==> src/rtl/contador_simple_core.sv <==
// Four-key press counter: sync, edge detect, per-key count.
// Each key counts rising edges of its synchronized level.
module contador_simple_core #(
  parameter int CNT_W    = 4,
  parameter bit SATURATE = 1'b0
) (
  input  logic             clk,
  input  logic             reset,
  input  logic [3:0]       key_state,
  output logic [CNT_W-1:0] count0,
  output logic [CNT_W-1:0] count1,
  output logic [CNT_W-1:0] count2,
  output logic [CNT_W-1:0] count3
);

  localparam logic [CNT_W-1:0] MAX = '1;
  localparam logic [CNT_W-1:0] ONE = CNT_W'(1);

  logic [3:0]       sync1;
  logic [3:0]       sync2;
  logic [3:0]       prev;
  logic [3:0]       press;
  logic [CNT_W-1:0] cnt [4];

  // Rising edge of the synchronized level, one cycle wide.
  always_comb begin
    press = sync2 & ~prev;
  end

  // Synchronizer, edge history and per-key counters.
  always_ff @(posedge clk or negedge reset) begin
    if (!reset) begin
      sync1 <= '0;
      sync2 <= '0;
      prev  <= '0;
      for (int i = 0; i < 4; i++) begin
        cnt[i] <= '0;
      end
    end else begin
      sync1 <= key_state;
      sync2 <= sync1;
      prev  <= sync2;
      for (int i = 0; i < 4; i++) begin
        if (press[i]) begin
          if (SATURATE && cnt[i] == MAX) begin
            cnt[i] <= cnt[i];
          end else begin
            cnt[i] <= cnt[i] + ONE;
          end
        end
      end
    end
  end

  assign count0 = cnt[0];
  assign count1 = cnt[1];
  assign count2 = cnt[2];
  assign count3 = cnt[3];

endmodule

==> config.mk <==
export PLATFORM = sky130hd
export DESIGN_NAME = contador_simple_core
export DESIGN_NICKNAME = d
export VERILOG_FILES = /design/src/rtl/contador_simple_core.sv
export SDC_FILE = /design/constraint.sdc
export NUM_CORES = 1
export LEC_CHECK = 0
export ABC_AREA = 1
export CAP_MARGIN = 20
export CORE_MARGIN = 3
export CORE_UTILIZATION = 49
export DETAILED_ROUTE_END_ITERATION = 6
export PLACE_DENSITY = 0.79
export SYNTH_ARGS = -nofsm -noshare
export SYNTH_HDL_FRONTEND = slang
export SYNTH_SLANG_ARGS = --single-unit
==> constraint.sdc <==
create_clock -name clk -period 1.2 [get_ports clk]
set_input_delay 0.18 -clock clk [delete_from_list [all_inputs] [get_ports clk]]
set_output_delay 0.18 -clock clk [all_outputs]
set_load 0.01 [all_outputs]
==> metrics.yaml, run 1 <==
outcome: "complete, no violations"
grt_pass1_vias: 878
setup.worst_path.end_class: "output port"
start_kind: "flip-flop"
synth_top_cell_by_area: "dfrtp_1"
avgSynthCellArea_um2: 10.2
drt-wirelength-per-cell_um: 12.4
cts_buffers: 3
hold_class: "input port to asynchronous set/reset pin"
via_count: 841
htree_levels: 1
routed-wl-met2_um: 1220
cp.arrival_ns: 0.98
slew_violations: 0
path_cells: "clkdlybuf4s15_1"
power_uw: 3470
cts_root_buf: "clkbuf_4"
antennaDiodeCount: 0
slew_headroom_pct: 88.9
tns_ns: 0
io_buffers: 21
synth_nets: 118
netlist_top_cells_count: "nand2_1, dfrtp_1, inv_1"
hold_violations: 0
ir_drop_mv: 1.74
clkTransAtPathRegs_ns: 0.14
crit_fanout: 2
synth_edf_count: 0
syn_inst: 108
die_y_um: 53.5
syn_area_um2: 1110
die_w_um: 53.5
skew_ns: 0.00469
drtPass1Iterations: 3
tightest_slew_ns: 0.166
grt_max_degree: 29
rsz0062_at_grt: "false"
p_leak_uw: 0.000781
cts.sinks: 28
nNetsFinal: 159
period_minus_slack_ns: 1.16
cellPowerDensity_nw_per_um2: 2310
synthArstFlopShare_pct: 100
drive_gt1_share_pct: 19.6
ys_types: 11
avgViaCountPerCell: 4.81
maxCapViolCount: 0
synth_area_leaders: "dfrtp_1, nand2_1, ha_1"
whs_ns: 0.199
holdBufCountCts: 0
clk-insertion-delay-late_ns: 0.32
topRoutingLayerUsed: "met4"
cts_tree: "done"
fmax_ghz: 0.865
dp_cells: 161
ys_ff_latch: 28
synth-warning-count: 0
drc: 0
rows: 16
setup-violations-final: 0
antenna_found_initial: 0
critPathKind: "flip-flop to output port"
fin_crit_sh_pct: 96.4
synth-main-ff-cell: "dfrtp_1"
drtAntennaViolNets: 0
required_ns: 1.02
place_hpwl_um: 1580
area_growth_pct: 35.7
slowest_delay_ns: 0.41
clock_path_buffers: 2
core-area_um2: 2040
met1_length_um: 830
wl_um: 2160
cp_top_family: "flip-flops"
yosysMostFrequentCell: "nand2_1"
grt_pass1_wl_um: 3800
critPathBufInv: 1
fin_util_pct: 73.5
start_util_pct: 54.2
wl_met3_um: 86
ys_seq_area_share_pct: 63.3
yosysTopAreaCellShare_pct: 63.3
grt_usage_pct: 19.0
dieArea_um2: 2860
final_cells: 175
gr-total-overflow: 0
num_io_pins: 22
gp_congestion: 0.682
drtIter0Drc: 4
cp_slowest_cell: "dfrtp_1"
[state kept, by name, summed over array words and instances, names as in the netlist]
signal / flops
count0: 4
count1: 4
count2: 4
count3: 4
prev: 4
sync1: 4
sync2: 4
[per-stage QoR]
| step | cell area, um^2 | worst slack [ns] |
|---|---|---|
| 2_1_floorplan | 1110 | 0.278 |
| 3_3_place_gp | 1400 | 0.0985 |
| 3_5_place_dp | 1400 | 0.0680 |
| 4_1_cts | 1500 | 0.00151 |
| 5_1_grt | 1500 | 0.000814 |
| 6_report | 1500 | 0.0437 |
[final timing paths]
kind | from | end | slack, ns | cells past startpoint
worst max-delay path | count3[0] | count3[0] | 0.04 | 1
worst min-delay path | reset | count1[1] | 0.20 | 2
worst max register to register | count1[1] | count1[1] | 0.07 | 5
worst min register to register | sync1[2] | sync2[2] | 0.37 | 0
max in group asynchronous | reset | sync1[1] | 0.85 | 2
min in group clk | key_state[2] | sync1[2] | 0.28 | 1
[kinds of logic (layout without fill, tap and decap cells)]
group / after synthesis / in the layout / synth area share [%]
simple gates: 52 / 52 / 20.8
compound gates: 4 / 4 / 2.72
fa+ha+maj: 4 / 4 / 4.53
buf+inv: 16 / 56 / 5.43
xor+xnor: 4 / 4 / 3.17
flops: 28 / 28 / 63.3
[cell usage in the layout (no fill, tap or decap)]
cell             netlist  final
buf_4                  0     14
clkbuf_4               0      3
clkdlybuf4s50_1        0      5
ha_1                   4      4
clkdlybuf4s15_1        0     14
clkbuf_8               0      1
buf_12                 0      1
nand2_1               32     32
xor2_1                 4      4
nand3_1                8      8
o21bai_1               4      4
clkbuf_2               0      2
dfrtp_1               28     28
nor2_1                 4      4
nand2_2                4      4
nand3b_1               4      4
inv_2                  4      4
inv_1                 12     12
[power by group]
| group | internal [uW] | total [uW] | switching (uW) |
|---|---|---|---|
| Combinational | 848 | 1650 | 800 |
| Clock | 186 | 446 | 260 |
| Sequential | 1220 | 1370 | 148 |
| Total | 2260 | 3470 | 1210 |
[layer usage]
metal	GRT usage [%]	vias to the layer above
li1	-	409
met2	34.7	16
met3	4.51	4
met5	0	-
met4	7.66	0
met1	20.8	412
[what timing repair did]
item	in CTS	in global routing
setup endpoints to repair	16	8
gates resized for setup	26	8
setup buffers	9	1
[layout make-up]
cell class                      instances  area [um^2]
Inverter                               16         60.1
Clock buffer                            4         36.3
Fill cell                             154          541
Timing Repair Buffer                   36          325
Sequential cell                        28          701
Multi-Input combinational cell         64          345
Tap cell                               27         33.8
Power figures use the tool's default switching activity.
==> run 2, diff against run 1 <==
--- a/config.mk
+++ b/config.mk
@@ -11,6 +11,7 @@
 export CORE_UTILIZATION = 49
 export DETAILED_ROUTE_END_ITERATION = 6
 export PLACE_DENSITY = 0.79
+export RECOVER_POWER = 100
 export SYNTH_ARGS = -nofsm -noshare
 export SYNTH_HDL_FRONTEND = slang
 export SYNTH_SLANG_ARGS = --single-unit
==> run 2 against run 1 <==
- register-to-register slack about the same
- cell area down 2.3%
- sequential power about the same
- critical endpoint unchanged
- highest routed layer unchanged
==> metrics.yaml, run 2 (same netlist as run 1, synthesis figures left out) <==
outcome: "complete, no violations"
drc: 0
avgViaCountPerCell: 4.79
critPathBufInv: 1
rows: 16
cp.arrival_ns: 0.98
period_minus_slack_ns: 1.16
critPathKind: "flip-flop to output port"
fmax_ghz: 0.864
holdBufCountCts: 0
cts_root_buf: "clkbuf_4"
multiInputGateArea_um2: 345
cp_top_family: "flip-flops"
drt-wirelength-per-cell_um: 12.3
dpl_cell_area_um2: 1400
die_y_um: 53.5
htree_levels: 1
setup-violations-final: 0
skew_ns: 0.00413
clkTransAtPathRegs_ns: 0.14
cts.sinks: 28
gr-total-overflow: 0
regArea_um2: 701
drtAntennaViolNets: 0
die_w_um: 53.5
start_util_pct: 54.2
core-area_um2: 2040
tightest_slew_ns: 0.664
wl_um: 2160
clk-insertion-delay-late_ns: 0.32
io_buffers: 21
dieArea_um2: 2860
grt_usage_pct: 19.0
slew_violations: 0
via_count: 839
setup.worst_path.end_class: "output port"
tns_ns: 0
cellPowerDensity_nw_per_um2: 2300
drive_gt1_share_pct: 15.5
grt_max_degree: 29
num_io_pins: 22
most-common-layout-cells: "nand2_1, dfrtp_1, clkdlybuf4s15_1"
hold_violations: 0
antenna_found_initial: 0
hold_class: "flip-flop to flip-flop"
gp_congestion: 0.682
fin_crit_sh_pct: 96.5
required_ns: 1.02
final_cell_area_um2: 1470
maxCapViolCount: 0
crit_fanout: 2
cp_slowest_cell: "dfrtp_1"
clock_path_buffers: 2
grt_pass1_vias: 878
nNetsFinal: 159
p_leak_uw: 0.000756
n_fill_cell: 163
slew_headroom_pct: 55.7
drtPass1Iterations: 4
drtIter0Drc: 6
place_hpwl_um: 1580
cts_tree: "done"
slowest_delay_ns: 0.41
area_growth_pct: 32.6
grt_pass1_wl_um: 3800
cts_buffers: 3
start_kind: "flip-flop"
antennaDiodeCount: 0
ir_drop_mv: 1.73
rsz0062_at_grt: "false"
layout_commonest_cell: "nand2_1"
path_cells: "clkdlybuf4s15_1"
run 2: timing repair:
item	4_1_cts	5_1_grt
hold endpoints to repair	0	0
resized for setup	26	8
pin swaps	0	0
setup endpoints to repair	16	8
buffers inserted	9	1
run 2: final cells by class:
cell class              instances  area share [%]
repair buffers                 36            19.8
flip-flops and latches         28            47.8
well taps                      27            2.30
multi-input cells              64            23.5
clock buffers                   4            2.47
inverters                      16            4.10
run 2: power breakdown:
part | total [uW] | leakage, uW | internal (uW) | switching [uW]
clock | 444 | 0.0000210 | 186 | 258
combinational | 1560 | 0.000398 | 765 | 797
sequential | 1370 | 0.000337 | 1220 | 145
run 2: metal layers:
| layer | GRT usage [%] | wire [um] | up-vias |
|---|---|---|---|
| li1 | - | - | 409 |
| met1 | 20.8 | 825 | 410 |
| met2 | 34.7 | 1220 | 16 |
| met3 | 4.51 | 86 | 4 |
| met4 | 7.66 | 25 | 0 |
| met5 | 0 | 0 | - |
run 2: worst paths after layout:
path | start | to | slack [ns] | depth (start not counted)
max in group asynchronous | reset | count0[2] | 0.36 | 2
min in group asynchronous | reset | count1[1] | 0.42 | 2
worst min register to register | sync1[2] | sync2[2] | 0.37 | 0
worst max register to register | count1[1] | count1[1] | 0.08 | 5
worst max-delay path | count3[0] | count3[0] | 0.04 | 1
worst min-delay path | sync1[2] | sync2[2] | 0.37 | 0
run 2: through the flow:
step	hold slack, ns	utilization (%)	setup slack (ns)	power [uW]	cells
after global routing	0.383	71.8	0.000814	3650	175
after CTS	0.201	73.3	0.00151	3460	174
after floorplan	-0.116	-	0.278	2100	108
after detailed placement	0.342	68.6	0.0680	2950	161
after global placement	0.333	68.6	0.0985	2840	161
final	0.371	71.8	0.0419	3370	175
==> run 3, diff against run 2 <==
--- a/config.mk
+++ b/config.mk
@@ -10,6 +10,7 @@
 export CORE_MARGIN = 3
 export CORE_UTILIZATION = 49
 export DETAILED_ROUTE_END_ITERATION = 6
+export HOLD_SLACK_MARGIN = 0.06
 export PLACE_DENSITY = 0.79
 export RECOVER_POWER = 100
 export SYNTH_ARGS = -nofsm -noshare
==> constraint.sdc (replaced) <==
create_clock -name clk -period 1.2 [get_ports clk]
set_input_delay 0.24 -clock clk [delete_from_list [all_inputs] [get_ports clk]]
set_output_delay 0.24 -clock clk [all_outputs]
set_load 0.01 [all_outputs]
==> run 3 against run 2 <==
- worst hold slack worse by 0.0022 ns
- via count is 2.0% lower
- register-to-register slack hardly changed
- cell area is 2.6% lower
- die area stayed put
- sequential share of layout area is 1.3 points higher
- first-iteration DRC count is 17% lower
- cell count is 0.57% higher
- clock skew is 0.0026 ns lower
- global-route usage is 1.6 points lower
- worst setup slack better by 0.040 ns
- highest routed layer unchanged
==> metrics.yaml, run 3 (same netlist as run 1, synthesis figures left out) <==
htree_levels: 1
power_frac_comb_pct: 43.0
swShare_pct: 35.3
period_minus_slack_ns: 1.12
required_ns: 1.46
cts_buffers: 3
grt_usage_pct: 17.4
cp.arrival_ns: 1.38
setup_slack_ns: 0.0820
fmax_ghz: 0.894
gp_congestion: 0.656
setup.worst_path.end_class: "flip-flop"
num_io_pins: 22
p_clk_share_pct: 17.2
ir_drop_mv: 1.71
p_leak_uw: 0.000728
rrSetupSlack_ns: 0.08
gr-usage-met3_pct: 4.79
avgViaCountPerCell: 4.67
gr-usage-met2_pct: 31.6
top_usage_layer: "met2"
cts_tree: "done"
start_util_pct: 54.2
rsz0062_at_grt: "false"
setup-violations-final: 0
place_hpwl_um: 1450
area_growth_pct: 29.2
slew_headroom_pct: 56.9
start_kind: "flip-flop"
tns_ns: 0
n_fill_cell: 167
grt_pass1_vias: 858
critPathKind: "flip-flop to flip-flop"
most-common-layout-cells: "nand2_1, dfrtp_1, clkbuf_1"
layout_commonest_cell: "nand2_1"
drive_gt1_share_pct: 19.5
holdBufCountCts: 0
io_buffers: 21
gr-total-overflow: 0
cts_root_buf: "clkbuf_4"
clk-insertion-delay-late_ns: 0.31
antenna_found_initial: 0
drtAntennaViolNets: 0
drc: 0
fin_crit_sh_pct: 93.2
skew_ns: 0.00150
p_int_uw: 2210
core-area_um2: 2040
maxCapViolCount: 0
post-place-ws_ns: 0.0266
drt-wirelength-per-cell_um: 11.0
multiInputGateArea_um2: 370
die_w_um: 53.5
die_y_um: 53.5
whs_ns: 0.368
via_count: 822
hold_violations: 0
cellPowerDensity_nw_per_um2: 2390
grt_use_met1_pct: 19.6
slew_violations: 0
outcome: "complete, no violations"
p_sw_uw: 1210
tightest_slew_ns: 0.647
hold_class: "flip-flop to flip-flop"
grt_pass1_wl_um: 3550
antennaDiodeCount: 0
clkTransAtPathRegs_ns: 0.14
drtIter0Drc: 5
cts.sinks: 28
wl_um: 1940
crit_fanout: 4
clock_path_buffers: 2
drtPass1Iterations: 4
regArea_um2: 701
dieArea_um2: 2860
rows: 16
pwr-share-seq_pct: 39.8
nNetsFinal: 160
grt_max_degree: 29
run 3: cell count changes in the layout (fill, tap and decap cells not counted):
cell / delta
buf_2: +1
bufinv_16: +1
clkbuf_1: +11
clkbuf_2: +3
clkbuf_8: -1
clkdlybuf4s15_1: -14
ha_1: -2
ha_4: +2
run 3: worst max-delay path, cell delays in order, from the launching register on:
cell and delay, ns:
dfrtp_1 0.41, clkbuf_4 0.13, clkbuf_2 0.14, ha_4 0.27, nand2_1 0.06, nand2_1 0.06
run 3: cell type report:
class	count	share of cell area, %
inverter	16	4.20
timing repair buffer	37	14.8
sequential	28	49.0
clock inverter	1	2.10
multi-input combinational	64	25.9
tap	27	2.36
clock buffer	3	1.58
run 3: power groups by stage:
stage,sequential (uW),clock [uW],combinational (uW)
final,1360,589,1470
after global routing,1400,641,1700
after CTS,1360,606,1670
after detailed placement,1390,0,1700
after global placement,1380,0,1620
after floorplan,1610,0,490
run 3: path summary, 6_finish.rpt:
path / end / startpoint / cells after the start
worst max-delay path: count0[1] / count0[1] / 5
worst min-delay path: sync2[3] / sync1[3] / 0
worst max register to register: count0[1] / count0[1] / 5
worst min register to register: sync2[3] / sync1[3] / 0
max in group asynchronous: sync2[0] / reset / 2
min in group asynchronous: count1[0] / reset / 2
run 3: metrics by stage:
stage | utilization [%] | instances | area [um^2] | total power, uW
after floorplan | - | 108 | 1110 | 2100
after global placement | 71.1 | 168 | 1450 | 3000
after detailed placement | 71.1 | 168 | 1450 | 3090
after CTS | 74.7 | 175 | 1530 | 3640
after global routing | 70.0 | 176 | 1430 | 3730
final | 70.0 | 176 | 1430 | 3420
run 3: repair_timing:
action,CTS,global route
pin swaps,0,1
setup buffers,3,1
resized for setup,42,16
endpoints found under the setup margin,16,16
run 3: routing by layer:
metal / routed length, um / vias up
met2: 1000 / 16
met1: 806 / 390
li1: - / 414
met3: 113 / 2
met5: 0 / -
met4: 12 / 0
